File: src/rtl/fetch_ctrl.sv
// -----------------------------------------------------------------------------
// fetch_ctrl
// Instruction-fetch sequencer. Owns the halfword PC, loads the boot vector,
// splits 16/32-bit instructions and presents them to decode in a registered
// slot with valid/ready backpressure. Handles redirect/flush, HLT and
// out-of-range fetch faults.
//
// Ports:
//   clk, rst        core clock, synchronous active-high reset
//   mem_addr        halfword address to instruction memory
//   mem_data        {M[a+1], M[a]} for mem_addr, same cycle
//   dec_ready       decode accepts the slot this cycle
//   instr           slot instruction (16-bit zero-extended, or {hw0, hw1})
//   instr_valid     slot holds an instruction
//   instr_len       0 = 16-bit, 1 = 32-bit
//   instr_pc        halfword address of the slot instruction
//   redirect_valid  branch/jump/flush request
//   redirect_pc     new PC for the redirect
//   halted          fetch stopped (HLT delivered or fault)
//   fetch_fault     sticky out-of-range fetch flag
// -----------------------------------------------------------------------------
module fetch_ctrl #(
   parameter logic [31:0] RESET_VEC_ADDR = 32'd0,
   parameter int unsigned MEM_HW         = 1024,
   parameter int unsigned LONG_BIT       = 10,
   parameter logic [4:0]  HLT_OPC        = 5'b00001
) (
   input  logic        clk,
   input  logic        rst,
   output logic [31:0] mem_addr,
   input  logic [31:0] mem_data,
   input  logic        dec_ready,
   output logic [31:0] instr,
   output logic        instr_valid,
   output logic        instr_len,
   output logic [31:0] instr_pc,
   input  logic        redirect_valid,
   input  logic [31:0] redirect_pc,
   output logic        halted,
   output logic        fetch_fault
);

   typedef enum logic [1:0] {
      S_BOOT = 2'd0,
      S_RUN  = 2'd1,
      S_HALT = 2'd2
   } state_t;

   state_t      r_state, w_state_d;
   logic [31:0] r_pc, w_pc_d;
   logic [31:0] r_instr, w_instr_d;
   logic        r_valid, w_valid_d;
   logic        r_len, w_len_d;
   logic [31:0] r_ipc, w_ipc_d;
   logic        r_fault, w_fault_d;

   logic [15:0] w_hw0;
   logic [15:0] w_hw1;
   logic        w_long;
   logic [32:0] w_end;
   logic        w_oor;
   logic        w_load;

   // First-halfword decode and range check on the current fetch data.
   // The end address is computed in 33 bits so a PC near 2^32 cannot wrap
   // past the range check.
   always_comb begin
      w_hw0  = mem_data[15:0];
      w_hw1  = mem_data[31:16];
      w_long = w_hw0[LONG_BIT];
      w_end  = {1'b0, r_pc} + (w_long ? 33'd2 : 33'd1);
      w_oor  = w_end > 33'(MEM_HW);
      w_load = (r_state == S_RUN) && (!r_valid || dec_ready) && !redirect_valid;
   end

   always_comb begin
      w_state_d = r_state;
      w_pc_d    = r_pc;
      w_instr_d = r_instr;
      w_valid_d = r_valid;
      w_len_d   = r_len;
      w_ipc_d   = r_ipc;
      w_fault_d = r_fault;

      if (redirect_valid) begin
         // Flush wins over any handshake in the same cycle.
         w_pc_d    = redirect_pc;
         w_valid_d = 1'b0;
         w_state_d = S_RUN;
      end else begin
         case (r_state)
            S_BOOT: begin
               w_pc_d    = mem_data;
               w_state_d = S_RUN;
            end
            S_RUN: begin
               if (w_load) begin
                  if (w_oor) begin
                     w_valid_d = 1'b0;
                     w_fault_d = 1'b1;
                     w_state_d = S_HALT;
                  end else begin
                     w_instr_d = w_long ? {w_hw0, w_hw1} : {16'h0000, w_hw0};
                     w_len_d   = w_long;
                     w_ipc_d   = r_pc;
                     w_valid_d = 1'b1;
                     w_pc_d    = r_pc + (w_long ? 32'd2 : 32'd1);
                     // HLT is still delivered to decode before fetch stops.
                     if (w_hw0[15:11] == HLT_OPC) begin
                        w_state_d = S_HALT;
                     end
                  end
               end
            end
            S_HALT: begin
               if (r_valid && dec_ready) begin
                  w_valid_d = 1'b0;
               end
            end
            default: begin
               w_state_d = S_BOOT;
            end
         endcase
      end
   end

   always_ff @(posedge clk) begin
      if (rst) begin
         r_state <= S_BOOT;
         r_pc    <= 32'd0;
         r_instr <= 32'd0;
         r_valid <= 1'b0;
         r_len   <= 1'b0;
         r_ipc   <= 32'd0;
         r_fault <= 1'b0;
      end else begin
         r_state <= w_state_d;
         r_pc    <= w_pc_d;
         r_instr <= w_instr_d;
         r_valid <= w_valid_d;
         r_len   <= w_len_d;
         r_ipc   <= w_ipc_d;
         r_fault <= w_fault_d;
      end
   end

   assign mem_addr    = (r_state == S_BOOT) ? RESET_VEC_ADDR : r_pc;
   assign instr       = r_instr;
   assign instr_valid = r_valid;
   assign instr_len   = r_len;
   assign instr_pc    = r_ipc;
   assign halted      = (r_state == S_HALT);
   assign fetch_fault = r_fault;

endmodule
File: config.mk
export PLATFORM = sky130hd
export DESIGN_NAME = fetch_ctrl
export DESIGN_NICKNAME = d
export VERILOG_FILES = /design/src/rtl/fetch_ctrl.sv
export SDC_FILE = /design/constraint.sdc
export NUM_CORES = 1
export LEC_CHECK = 0
export BUFFER_PORTS_ARGS = -buffer_cell sky130_fd_sc_hd__buf_2
export CORE_ASPECT_RATIO = 1.75
export CORE_MARGIN = 3
export CORE_UTILIZATION = 52
export DETAILED_ROUTE_END_ITERATION = 8
export PLACE_DENSITY = 0.8
export SYNTH_ARGS = -nofsm -noshare
export SYNTH_HDL_FRONTEND = slang
export SYNTH_SLANG_ARGS = --single-unit
File: constraint.sdc
create_clock -name clk -period 6.55 [get_ports clk]
set_clock_uncertainty 0.15 [all_clocks]
set_input_delay 0.9825 -clock clk [delete_from_list [all_inputs] [get_ports clk]]
set_output_delay 0.9825 -clock clk [all_outputs]
set_load 0.02 [all_outputs]
==> reports/metrics.yaml <==
status: "finished clean"
worstSetupPathType: "input pin to flop"
cts.clk_slew.worst_paths_ns: 0.08
netlist_top_cells_area: "dfxtp_1 35%, a211oi_1 6.6%, nor2_1 5.2%"
multi_input_area_sq_um: 3300
gp_congestion: 0.989
arrival_ns: 5.41
num-fill-cells: 900
post-route-util_pct: 64.5
yosysMostFrequentCell: "dfxtp_1"
grt_pass1_wl_mm: 27.8
first_pass_iters: 5
synth_seq_cells: 100
vias_per_cell: 6.09
core-area_sq_um: 10400
area_growth_pct: 19.0
portBuffers: 167
async_flop_share_pct: 0
synth_top_cell_area_share_pct: 35.4
finalSetupViolCount: 0
tightest_slew_ns: 1.04
fin_tns_setup_ns: 0
drv_cap: 0
yosysTopAreaCell: "dfxtp_1"
drc: 0
ir_drop_uv: 160
syn_inst: 693
overflow: 0
rsz0062_at_grt: "false"
p_leak_nw: 2.73
worstPathRequired_ns: 6.65
track_usage_pct: 28.7
finalNetCount: 880
syn_area_sq_um: 5650
cp_slowest_cell: "or4_4"
yosys.cell_types.count: 55
die-area_sq_um: 12200
initial_core_util_pct: 54.2
yosys_warnings: 0
synth_commonest_cells: "100 x dfxtp_1, 78 x nor2_1, 53 x nor3_1, 50 x a211oi_1, 49 x a21oi_1"
postCtsSetupRepairBufs: 0
clkLatencyLatePin_ns: 0.35
yosysSeqAreaShare_pct: 35.4
die_x_microns: 84.8
synth-main-ff-cell: "dfxtp_1"
hold_buffers: 0
crit_chain: "buf_2, inv_1, ha_1, inv_1, fa_1, nand4b_1, buf_4, or3_1, or4_4, or3b_1, a2111o_1, nor4_4, buf_12, nor2_1, and2_1"
rows: 49
cts_tree: "built"
finalMaxSlewViolations: 0
clock_sinks: 100
synth.avg_cell_area_sq_um: 8.16
hp-class: "flop to flop"
max_freq_ghz: 0.188
grt_max_degree: 77
drive_gt1_share_pct: 27.8
end_kind: "flop"
root_buffer: "clkbuf_16"
postRouteAntennaNets: 0
cp_common_cell: "inv_1"
wl_per_cell_microns: 19.0
hold_violations: 0
num_vias: 5726
diodes: 0
fin_crit_ns: 5.32
cpPeakStageDelay_ns: 0.54
antenna_found_initial: 0
wl_mm: 17.9
startpoint_type: "input pin"
htree_levels: 3
place_area_sq_um: 6410
stdcell_area_sq_um: 6730
slew_headroom_pct: 30.4
io_pins: 168
dp_hpwl_mm: 13.1
die_y_microns: 144
numCtsBuffers: 9
cp_max_fo: 76
grt_pass1_vias: 5352
syn-num-nets: 764
power_density_nw_per_um2: 222
clk_path_buf_depth: 2
synth_edf_count: 0
fin_crit_sh_pct: 81.2
layout.area.seq_sq_um: 2000
drt_iter0_markers: 405
cts-resized-gates: 0
==> state kept, by name, summed over array words and instances, names as in the netlist <==
name / count
instr: 32
instr_pc: 32
r_pc: 32
r_state: 2
fetch_fault: 1
instr_valid: 1
==> through the flow <==
stage               setup WS [ns]  instances  total power, mW  hold WS (ns)
floorplan                    1.20        693            0.848         0.341
global placement             1.08        925            0.926         0.287
detailed placement          0.907        925            0.932         0.289
CTS                          1.25        941             1.49         0.310
global route                0.987        941             1.54         0.326
finish                       1.23        941             1.49         0.308
==> worst max-delay path: cells and delay by family <==
kind / cells / cell delay [ns]
fa+ha+maj: 2 / 0.63
simple gates: 7 / 2.42
buf+inv: 5 / 0.82
compound gates: 1 / 0.52
==> power breakdown <==
group | internal, mW | switching, mW
clock | 0.315 | 0.256
combinational | 0.0982 | 0.150
sequential | 0.628 | 0.0465
==> path summary, 6_finish.rpt <==
check             slack (ns)  cells past startpoint                 startpoint                         to
setup / recovery        1.23                     15               mem_data[10]  instr_pc[28]$_SDFFE_PP0P_
hold / removal          0.31                      1  instr_pc[24]$_SDFFE_PP0P_  instr_pc[24]$_SDFFE_PP0P_
setup reg to reg        1.67                     13       r_pc[0]$_SDFFE_PP0P_  instr_pc[28]$_SDFFE_PP0P_
hold reg to reg         0.31                      1  instr_pc[24]$_SDFFE_PP0P_  instr_pc[24]$_SDFFE_PP0P_
==> placed cells by master (no fill, tap or decap), types with 3 or more instances in the layout <==
master,n
buf_2,167
dfxtp_1,100
nor2_1,76
nor3_1,53
a211oi_1,50
a21oi_1,49
nor2b_1,31
nand3_1,28
mux2i_1,28
and2_1,22
xnor2_1,20
nand2_1,20
nand2b_1,18
a211oi_2,15
nand4_1,11
or3_1,11
xor2_1,9
clkbuf_16,9
inv_1,8
o21ai_0,8
buf_4,8
a311oi_1,7
nor4_1,6
or2_2,5
a31oi_1,5
and3_1,4
o21a_1,3
o31ai_1,3
==> routing by layer <==
metal / track usage, % / vias to the layer above / share of wire, %
li1: - / 2698 / -
met5: 0 / - / 0
met3: 6.25 / 57 / 8.5
met2: 49.3 / 310 / 50
met1: 33.4 / 2661 / 37
met4: 14.3 / 0 / 4.7
==> area by class of cell <==
cell class              instances  share of cell area [%]
inverters                       8                   0.446
clock inverters                 6                    1.23
clock buffers                  10                    3.55
well taps                     127                    2.36
repair buffers                176                    13.6
multi-input cells             514                    49.0
flip-flops and latches        100                    29.8
==> kinds of logic after synthesis <==
| group | share of synthesized area (%) |
|---|---|
| multiplexers | 5.36 |
| XOR/XNOR | 4.49 |
| AND/OR/NAND/NOR | 28.1 |
| AO/OA/AOI/OAI | 19.4 |
| buffers and inverters | 6.48 |
| flip-flops | 35.4 |
| adder cells (fa/ha/maj) | 0.797 |
No activity file was read; power rests on OpenSTA's default activity.
